**src/rtl/head_tracker_if.sv**
```systemverilog
// Head tracker bus: direction/tick/restart inputs from the game control side
// and the registered head position and status outputs toward the body logic
// and pixel generator.
//   master : drives direction, pulse, sync; observes head_x/head_y/moved/wall_hit/running
//   slave  : the head tracker itself
interface head_tracker_if #(
    parameter int XW = 4,
    parameter int YW = 4
);
    logic [2:0]    direction;
    logic          pulse;
    logic          sync;
    logic [XW-1:0] head_x;
    logic [YW-1:0] head_y;
    logic          moved;
    logic          wall_hit;
    logic          running;

    modport master (
        output direction, pulse, sync,
        input  head_x, head_y, moved, wall_hit, running
    );

    modport slave (
        input  direction, pulse, sync,
        output head_x, head_y, moved, wall_hit, running
    );
endinterface

```
**src/rtl/head_tracker.sv**
```systemverilog
// Snake head tracker.
// Advances the head one grid cell per movement pulse in the commanded
// direction, stops on a wall crash and holds there until a restart (sync).
// Ports:
//   clk   : system clock, rising edge
//   nrst  : asynchronous active-low reset
//   bus   : head_tracker_if slave -- direction/pulse/sync in;
//           head_x/head_y/moved/wall_hit/running out (all registered)
module head_tracker #(
    parameter int XW     = 4,
    parameter int YW     = 4,
    parameter int X_MAX  = 15,
    parameter int Y_MAX  = 11,
    parameter int X_INIT = 4,
    parameter int Y_INIT = 5
) (
    input  logic           clk,
    input  logic           nrst,
    head_tracker_if.slave  bus
);
    typedef enum logic [1:0] {IDLE, RUN, CRASH} state_t;

    localparam logic [2:0] DIR_LEFT  = 3'd1;
    localparam logic [2:0] DIR_RIGHT = 3'd2;
    localparam logic [2:0] DIR_UP    = 3'd3;
    localparam logic [2:0] DIR_DOWN  = 3'd4;

    localparam logic [XW-1:0] XMAX_V  = XW'(X_MAX);
    localparam logic [YW-1:0] YMAX_V  = YW'(Y_MAX);
    localparam logic [XW-1:0] XINIT_V = XW'(X_INIT);
    localparam logic [YW-1:0] YINIT_V = YW'(Y_INIT);

    state_t        state_q, state_d;
    logic [XW-1:0] head_x_q, head_x_d;
    logic [YW-1:0] head_y_q, head_y_d;
    logic          moved_q, moved_d;
    logic          wall_hit_q, wall_hit_d;
    logic          running_q, running_d;

    // Candidate move for the sampled direction; go=0 for STOP and codes 5-7.
    logic          go;
    logic          hit;
    logic [XW-1:0] nx;
    logic [YW-1:0] ny;

    always_comb begin
        go  = 1'b1;
        hit = 1'b0;
        nx  = head_x_q;
        ny  = head_y_q;
        // Edge test on the current coordinate, so an underflow can never
        // masquerade as a legal cell.
        case (bus.direction)
            DIR_LEFT: begin
                hit = (head_x_q == '0);
                nx  = head_x_q - XW'(1);
            end
            DIR_RIGHT: begin
                hit = (head_x_q == XMAX_V);
                nx  = head_x_q + XW'(1);
            end
            DIR_UP: begin
                hit = (head_y_q == '0);
                ny  = head_y_q - YW'(1);
            end
            DIR_DOWN: begin
                hit = (head_y_q == YMAX_V);
                ny  = head_y_q + YW'(1);
            end
            default: go = 1'b0;
        endcase
    end

    always_comb begin
        state_d    = state_q;
        head_x_d   = head_x_q;
        head_y_d   = head_y_q;
        moved_d    = 1'b0;
        wall_hit_d = wall_hit_q;

        if (bus.sync) begin
            // Restart wins over a coincident pulse.
            state_d    = IDLE;
            head_x_d   = XINIT_V;
            head_y_d   = YINIT_V;
            wall_hit_d = 1'b0;
        end else if (bus.pulse && go && state_q != CRASH) begin
            if (hit) begin
                state_d    = CRASH;
                wall_hit_d = 1'b1;
            end else begin
                state_d  = RUN;
                head_x_d = nx;
                head_y_d = ny;
                moved_d  = 1'b1;
            end
        end

        running_d = (state_d == RUN);
    end

    always_ff @(posedge clk or negedge nrst) begin
        if (!nrst) begin
            state_q    <= IDLE;
            head_x_q   <= XINIT_V;
            head_y_q   <= YINIT_V;
            moved_q    <= 1'b0;
            wall_hit_q <= 1'b0;
            running_q  <= 1'b0;
        end else begin
            state_q    <= state_d;
            head_x_q   <= head_x_d;
            head_y_q   <= head_y_d;
            moved_q    <= moved_d;
            wall_hit_q <= wall_hit_d;
            running_q  <= running_d;
        end
    end

    assign bus.head_x   = head_x_q;
    assign bus.head_y   = head_y_q;
    assign bus.moved    = moved_q;
    assign bus.wall_hit = wall_hit_q;
    assign bus.running  = running_q;
endmodule

```
**src/flat_wrapper.sv**
```systemverilog
// flat-port wrapper written by rule: the top's interface ports become plain ports
module head_tracker_flat 
#(
    parameter int XW     = 4,
    parameter int YW     = 4,
    parameter int X_MAX  = 15,
    parameter int Y_MAX  = 11,
    parameter int X_INIT = 4,
    parameter int Y_INIT = 5
)
  (clk, nrst, bus_direction, bus_pulse, bus_sync, bus_head_x, bus_head_y, bus_moved, bus_wall_hit, bus_running);
  head_tracker_if #(.XW(XW), .YW(YW)) bus_i ();
  input  logic clk;
  input  logic nrst;
  input wire logic [$bits(bus_i.direction)-1:0] bus_direction;
  input wire logic [$bits(bus_i.pulse)-1:0] bus_pulse;
  input wire logic [$bits(bus_i.sync)-1:0] bus_sync;
  output wire logic [$bits(bus_i.head_x)-1:0] bus_head_x;
  output wire logic [$bits(bus_i.head_y)-1:0] bus_head_y;
  output wire logic [$bits(bus_i.moved)-1:0] bus_moved;
  output wire logic [$bits(bus_i.wall_hit)-1:0] bus_wall_hit;
  output wire logic [$bits(bus_i.running)-1:0] bus_running;
  assign bus_i.direction = bus_direction;
  assign bus_i.pulse = bus_pulse;
  assign bus_i.sync = bus_sync;
  assign bus_head_x = bus_i.head_x;
  assign bus_head_y = bus_i.head_y;
  assign bus_moved = bus_i.moved;
  assign bus_wall_hit = bus_i.wall_hit;
  assign bus_running = bus_i.running;
  head_tracker #(.XW(XW), .YW(YW), .X_MAX(X_MAX), .Y_MAX(Y_MAX), .X_INIT(X_INIT), .Y_INIT(Y_INIT)) u_core (.clk(clk), .nrst(nrst), .bus(bus_i));
endmodule
```
**config.mk**
```make
export PLATFORM = sky130hd
export DESIGN_NAME = head_tracker_flat
export DESIGN_NICKNAME = d
export VERILOG_FILES = /design/src/rtl/head_tracker_if.sv /design/src/rtl/head_tracker.sv /design/src/flat_wrapper.sv
export SDC_FILE = /design/constraint.sdc
export NUM_CORES = 1
export LEC_CHECK = 0
export CORE_MARGIN = 5
export CORE_UTILIZATION = 30
export DETAILED_ROUTE_END_ITERATION = 6
export SLEW_MARGIN = 30
export SYNTH_ARGS = -nofsm -noshare
export SYNTH_HDL_FRONTEND = slang
export SYNTH_SLANG_ARGS = --single-unit
```
**constraint.sdc**
```tcl
create_clock -name clk -period 2.7 [get_ports clk]
set_input_delay 0.54 -clock clk [delete_from_list [all_inputs] [get_ports clk]]
set_output_delay 0.54 -clock clk [all_outputs]
set_load 0.02 [all_outputs]
```
==> metrics.cfg, run 1 <==
[run_status]
result_of_the_run=finished, final reports clean

[floorplanning]
rows=19
die-height_um=63.18
boundaryPins=18
die-area_sq_um=3991
start_util_pct=31.03
coreArea_sq_um=2734
die-width_um=63.18

[global_routing]
first_pass_grt_wire_length_mm=3.463
grt_antenna_before_repair=0
global_route.usage.total_pct=10.85
grt_pass1_vias=763
overflow=0
pin_count_of_the_biggest_net_entering_global_routing=15

[timing]
slew_headroom_pct=60.56
max_freq_mhz=389.7
final_period_minus_worst_setup_slack_ns=2.566
hold_viol=0
final_cycle_utilization_of_the_critical_path_pct=95.05
holdWs_ns=0.5010
tightestPinTransition_ns=0.5898
final_max_tran_viols=0
fin_worst_skew_ns=0.008063
setup_viol_count_final=0
grt_setup_unrepaired=false

[logic_synthesis]
async_reset_ff_share_pct=100.0
synth_warnings=0
yosysTopAreaCell=sky130_fd_sc_hd__dfrtp_1
postSynth.topFlopCell=sky130_fd_sc_hd__dfrtp_1
synth.cell_area_sq_um=848.3
synth.top_cell.area_share_pct=29.50
syn_area_per_cell_sq_um=9.532
count_of_unique_library_cells_instantiated_by_yosys=32
synthTopCellsByArea=sky130_fd_sc_hd__dfrtp_1 (29%), sky130_fd_sc_hd__dfstp_2 (9.3%), sky130_fd_sc_hd__xnor2_1 (6.2%), sky130_fd_sc_hd__a21oi_1 (5.9%), sky130_fd_sc_hd__ha_1 (5.9%)
ys_ff_latch=13
syn-num-nets=102
postSynthCellCount=89
synth-seq-area-share_pct=38.79
synth_enable_flop_cells=0

[place]
placement.io_buffers=17
dpl.hpwl_mm=1.597
place.detailed.instances=148
gpl.final_weighted_congestion=0.7636

[clocking]
clock_tree.buffer_depth=2
tritoncts.num_buffers=3
cts_root_buffer=sky130_fd_sc_hd__clkbuf_4
tritoncts_clock_tree=built
register_clock_pin_slew_on_the_reported_worst_setup_and_hold_paths_ns=0.08
htree_levels=1
post-cts-setup-buffer-count=0
clock_sinks=13
clkLatencyLatePin_ns=0.27

[pwr]
pwr-share-seq_pct=46.7
netSwitchingPower_w=0.0001375
ir_worst_vdd_v=0.0004023
cellPowerDensity_nw_per_um2=398.8
switching_power_share_of_the_total_pct=29.34
p_int_w=0.0003310
power_w=0.0004685
pwr-share-clk_pct=25.7
power.leakage_nw=0.5075
combinationalPowerShare_pct=27.6

[worst_setup_path]
cp_cell_sequence=clkdlybuf4s50_1 -> or3b_2 -> ha_1 -> a21o_1 -> a21oi_1 -> xnor2_1 -> or4_1 -> a21oi_1
cpMostUsedCell=sky130_fd_sc_hd__a21oi_1
critPathMaxStageDelay_ns=0.48
reg2reg_setup_slack_ns=0.67
highest_fanout_seen_on_the_critical_path=3
worst_setup_path_start_kind=input pin
endpoint=u_core.bus.head_y[3]
critical-path-slowest-cell=sky130_fd_sc_hd__clkdlybuf4s50_1
r2r_cells=5
crit_path_end_kind=flop
worstPathBufferInverterCount=1
worstSetupPathDepth=8
worst_ep_arrival_time_ns=2.76
worstSetupPathType=in2reg
critical_path.reg2reg.endpoint=u_core.bus.head_x[3]
cp_data_required_time_ns=2.89
rr_startpoint=u_core.bus.head_y[0]
worstSetupStartpoint=bus_direction[2]
critPathTopFamily=simple AND/OR/NAND/NOR gates

[final_layout]
area_growth_pct=38.50
nets=135
layout.filler_cells=264
ratio_of_cells_with_drive_above_1_in_the_final_layout_pct=19.01
layoutNonFillerInstCount=152
antenna_cells=0

[route]
post_drt_wl_per_cell_um=13.51
route.final.wire_length_mm=2.054
antenna_left=0
dr.pass1.iters=4
drc=0
dr.first_iter.drc_count=32
drt-vias-per-instance=5.132
vias=780

[worst_hold_path]
holdCritStartpoint=u_core.bus.wall_hit
worstHoldPathType=reg2reg

[flow_run]
cap_violations=0

power groups by stage:
| stage | registers, W | clock network [W] | logic, W |
|---|---|---|---|
| 2_1_floorplan | 0.000230 | 0 | 0.0000589 |
| 3_3_place_gp | 0.000223 | 0 | 0.000127 |
| 6_report | 0.000219 | 0.000120 | 0.000129 |
| 5_1_grt | 0.000222 | 0.000134 | 0.000143 |
| 3_5_place_dp | 0.000223 | 0 | 0.000130 |
| 4_1_cts | 0.000219 | 0.000126 | 0.000131 |
worst register-to-register path, delay by kind of cell, from the launching register on:
family | cells | cell delay (ns)
and+or+nand+nor | 3 | 1.13
DFF | 1 | 0.59
AOI/OAI and AO/OA | 1 | 0.16
buffers and inverters | 1 | 0.09
layout by cell type (no fill, tap or decap), types with 3 or more instances in the layout:
| cell type | instances |
|---|---|
| sky130_fd_sc_hd__nand2b_1 | 3 |
| sky130_fd_sc_hd__xnor2_1 | 6 |
| sky130_fd_sc_hd__nand2_1 | 3 |
| sky130_fd_sc_hd__nor2_1 | 7 |
| sky130_fd_sc_hd__dfstp_2 | 3 |
| sky130_fd_sc_hd__dfrtp_1 | 10 |
| sky130_fd_sc_hd__inv_1 | 6 |
| sky130_fd_sc_hd__clkbuf_4 | 3 |
| sky130_fd_sc_hd__a21oi_1 | 10 |
| sky130_fd_sc_hd__clkdlybuf4s50_1 | 16 |
| sky130_fd_sc_hd__buf_4 | 13 |
| sky130_fd_sc_hd__o21ai_0 | 3 |
| sky130_fd_sc_hd__ha_1 | 4 |
| sky130_fd_sc_hd__nor3_1 | 5 |
through the flow:
| stage | area (sq um) | utilization (%) | TNS (ns) | setup slack (ns) |
|---|---|---|---|---|
| detailed placement | 1146 | 41.92 | -0.4002 | -0.2437 |
| global placement | 1146 | 41.92 | -0.3630 | -0.2200 |
| CTS | 1172 | 42.88 | 0 | 0.04892 |
| global route | 1175 | 42.97 | 0 | 0.002141 |
| finish | 1175 | 42.97 | 0 | 0.1338 |
| floorplan | 848.3 | - | 0 | 0.3772 |
timing repair:
item | in CTS | in global routing
hold buffers | 0 | 0
setup endpoints to repair | 0 | 2
resized for setup | 0 | 1
logic make-up (layout without fill, tap and decap cells):
logic type | count (synthesis) | after routing | synth area share (%)
AOI/OAI and AO/OA | 22 | 22 | 15.93
adders and majority gates | 6 | 6 | 10.62
and+or+nand+nor | 34 | 34 | 24.78
buffers and inverters | 8 | 40 | 3.686
DFF | 13 | 13 | 38.79
xor gates and xnor gates | 6 | 6 | 6.195
per-layer routing:
layer | up-vias | GRT usage, % | share of wire [%]
met2 | 18 | 17.69 | 48
li1 | 391 | - | -
met1 | 371 | 13.52 | 47
met3 | 0 | 4.973 | 5.6
met4 | 0 | 1.299 | 0
met5 | - | 0 | 0
synth_stat cells, types with 3 or more instances:
cell type and instances:
sky130_fd_sc_hd__nand2_1 3, sky130_fd_sc_hd__o21ai_0 3, sky130_fd_sc_hd__dfstp_2 3, sky130_fd_sc_hd__a21oi_1 10, sky130_fd_sc_hd__inv_1 6, sky130_fd_sc_hd__nor3_1 5
sky130_fd_sc_hd__xnor2_1 6, sky130_fd_sc_hd__dfrtp_1 10, sky130_fd_sc_hd__nor2_1 7, sky130_fd_sc_hd__ha_1 4, sky130_fd_sc_hd__nand2b_1 3
worst min-delay path by stage:
stage,endpoint,cells past startpoint
4_1_cts,u_core.bus.wall_hit,2
2_1_floorplan,u_core.bus.head_x[0],0
5_1_grt,u_core.bus.wall_hit,2
6_report,u_core.bus.wall_hit,2
3_5_place_dp,u_core.bus.wall_hit,2
3_3_place_gp,u_core.bus.wall_hit,2
flip-flops by register name, indices dropped and copies added (netlist names):
name,flops
u_core.bus.head_y,4
u_core.state_q,2
u_core.bus.head_x,4
u_core.bus.wall_hit,1
u_core.bus.moved,1
u_core.bus.running,1
final cells by class:
class / count / area [sq um] / area share, %
Sequential cell: 13 / 329.1 / 28.01
Tap cell: 31 / 38.79 / 3.301
Timing Repair Buffer: 30 / 270.3 / 23.00
Inverter: 6 / 22.52 / 1.917
Clock buffer: 4 / 26.28 / 2.236
Multi-Input combinational cell: 68 / 488.0 / 41.53
Note: power is estimated with default switching activity, not from simulation.
==> inputs of run 2 (changes only) <==
clock period = 2.4 ns   (was 2.7 ns; I/O delays follow)
==> run 2 against run 1 <==
Non-clock buffer count grew 3. Die area is the same. Highest routed layer unchanged. Worst hold slack gained 0.0092 ns. Cell count grew 2.0%.
==> metrics.cfg, run 2 (synthesis results as in run 1) <==
[run_status]
result_of_the_run=finished, final reports clean

[global_routing]
first_pass_grt_wire_length_mm=3.374  ; -2.6%
overflow=0  ; unchanged
global_route.usage.total_pct=10.33  ; -0.52 points
grt_antenna_before_repair=0  ; unchanged
grt_pass1_vias=755  ; -1.0%
pin_count_of_the_biggest_net_entering_global_routing=15  ; unchanged

[pwr]
cellPowerDensity_nw_per_um2=428.5  ; +7.5%
ir_worst_vdd_v=0.0003050  ; -24%
power.leakage_nw=0.5402  ; +6.4%
pwr-share-clk_pct=24.6  ; -1.1 points
switching_power_share_of_the_total_pct=28.94  ; -0.41 points
pwr-share-seq_pct=46.5  ; -0.2 points
netSwitchingPower_w=0.0001536  ; +12%
p_int_w=0.0003772  ; +14%
combinationalPowerShare_pct=28.8  ; +1.2 points
power_w=0.0005307  ; +13%

[timing]
hold_viol=0  ; unchanged
final_max_tran_viols=0  ; unchanged
slew_headroom_pct=61.72  ; +1.2 points
grt_setup_unrepaired=false
max_freq_mhz=433.4
fin_worst_skew_ns=0.0006365  ; -0.007426 ns
setup_viol_count_final=0  ; unchanged
final_cycle_utilization_of_the_critical_path_pct=96.13
tightestPinTransition_ns=0.5724  ; -0.01734 ns
post-route-worst-setup-slack_ns=0.09279  ; -0.04098 ns
final_period_minus_worst_setup_slack_ns=2.307

[floorplanning]
rows=19  ; unchanged
coreArea_sq_um=2734  ; unchanged
die-area_sq_um=3991  ; unchanged
start_util_pct=31.03  ; unchanged
boundaryPins=18  ; unchanged
die-height_um=63.18  ; unchanged
die-width_um=63.18  ; unchanged

[place]
dpl.hpwl_mm=1.544  ; -3.3%
gpl.final_weighted_congestion=0.7699  ; +0.83%
placement.io_buffers=17  ; unchanged
placement.setup.worst_slack_ns=-0.4653  ; -0.2216 ns
detailed_place.area_sq_um=1169  ; +2.0%

[final_layout]
postLayoutCoreUtil_pct=45.31  ; +2.3 points
final_cell_area_sq_um=1239  ; +5.4%
multiInputGateArea_sq_um=528.0  ; +8.2%
layout.cells.most_common_list=sky130_fd_sc_hd__buf_4 (16), sky130_fd_sc_hd__clkdlybuf4s50_1 (14), sky130_fd_sc_hd__dfrtp_1 (10)
nets=138  ; +2.2%
layout.filler_cells=258  ; -2.3%
ff_latch_area_sq_um=329.1  ; unchanged
mostFrequentLayoutCell=sky130_fd_sc_hd__buf_4
antenna_cells=0  ; unchanged
area_growth_pct=46.02
ratio_of_cells_with_drive_above_1_in_the_final_layout_pct=25.81  ; +6.8 points

[clocking]
cts_hold_repair.buffers=0  ; unchanged
cts_root_buffer=sky130_fd_sc_hd__clkbuf_4
clkLatencyLatePin_ns=0.27  ; about the same
tritoncts.num_buffers=3  ; unchanged
clock_tree.buffer_depth=2  ; unchanged
clock_sinks=13  ; unchanged
post-cts-setup-buffer-count=0  ; unchanged
tritoncts_clock_tree=built
htree_levels=1  ; unchanged
register_clock_pin_slew_on_the_reported_worst_setup_and_hold_paths_ns=0.07  ; about the same

[worst_setup_path]
worst_ep_arrival_time_ns=2.50  ; -0.26 ns
crit_path_end_kind=flop
cp_data_required_time_ns=2.60  ; -0.29 ns
worstSetupPathType=in2reg
worst_setup_path_start_kind=input pin
highest_fanout_seen_on_the_critical_path=6  ; +3
r2r_cells=5  ; unchanged

[route]
dr.first_iter.drc_count=20  ; -38%
route.final.wire_length_mm=2.040  ; -0.68%
drc=0  ; unchanged
vias=792  ; +1.5%
antenna_left=0  ; unchanged
dr.pass1.iters=4  ; unchanged
drt-vias-per-instance=5.110  ; -0.43%
post_drt_wl_per_cell_um=13.16  ; -2.6%

[worst_hold_path]
min_delay_path_depth=2  ; unchanged
worstHoldPathType=reg2reg

[flow_run]
cap_violations=0  ; unchanged

-- run 2: cell types whose count changed in the layout (fill, tap and decap cells not counted), moves of 2 or more --
cell	previous run	this run
sky130_fd_sc_hd__a21oi_1	10	7
sky130_fd_sc_hd__a21oi_2	0	3
sky130_fd_sc_hd__buf_4	13	16
sky130_fd_sc_hd__clkdlybuf4s50_1	16	14
sky130_fd_sc_hd__or3b_2	2	0
sky130_fd_sc_hd__or3b_4	0	2
-- run 2: layer usage --
metal | up-vias | share of wire [%] | track usage [%]
met2 | 18 | 49 | 17.31
met3 | 0 | 6.1 | 5.151
met5 | - | 0 | 0
met4 | 0 | 0 | 0.7792
met1 | 376 | 45 | 12.42
li1 | 398 | - | -
-- run 2: stage by stage --
stage	instances	TNS, ns	hold WS, ns
3_5_place_dp	151	-1.836	0.4989
6_report	155	0	0.5103
4_1_cts	155	0	0.5185
2_1_floorplan	89	0	0.1844
3_3_place_gp	151	-1.739	0.4972
5_1_grt	155	0	0.5338
-- run 2: area by class of cell --
| type | instances | share of cell area (%) |
|---|---|---|
| repair buffers | 33 | 23.74 |
| flip-flops and latches | 13 | 26.57 |
| well taps | 31 | 3.131 |
| clock buffers | 4 | 2.121 |
| multi-input cells | 68 | 42.63 |
| inverters | 6 | 1.818 |
-- run 2: final timing paths --
check / start / endpoint / slack [ns]
max: bus_direction[1] / u_core.bus.head_y[3] / 0.09
min: u_core.bus.wall_hit / u_core.bus.wall_hit / 0.51
max reg2reg: u_core.bus.head_y[0] / u_core.bus.head_x[3] / 0.37
min reg2reg: u_core.bus.wall_hit / u_core.bus.wall_hit / 0.51
max in group asynchronous: nrst / u_core.bus.head_x[2] / 1.45
min in group asynchronous: nrst / u_core.bus.head_y[3] / 0.57
-- run 2: repair_timing --
item                                    4_1_cts  5_1_grt
endpoints found under the setup margin        2        2
gates resized for setup                       5        6
pin swaps                                     0        2
-- run 2: power groups by stage --
stage                     registers, W   logic, W  clock network (W)
after floorplan               0.000259  0.0000663                  0
after global placement        0.000251   0.000143                  0
after detailed placement      0.000251   0.000146                  0
after CTS                     0.000247   0.000151           0.000140
after global routing          0.000249   0.000169           0.000151
final                         0.000247   0.000153           0.000131
-- run 2: critical path: stages --
cell                            delay [ns]
sky130_fd_sc_hd__dlygate4sd2_1        0.28
sky130_fd_sc_hd__or3b_4               0.39
sky130_fd_sc_hd__ha_1                 0.27
sky130_fd_sc_hd__a21o_1               0.18
sky130_fd_sc_hd__a21oi_2              0.16
sky130_fd_sc_hd__xnor2_2              0.09
sky130_fd_sc_hd__or4_4                0.51
sky130_fd_sc_hd__a21oi_2              0.13
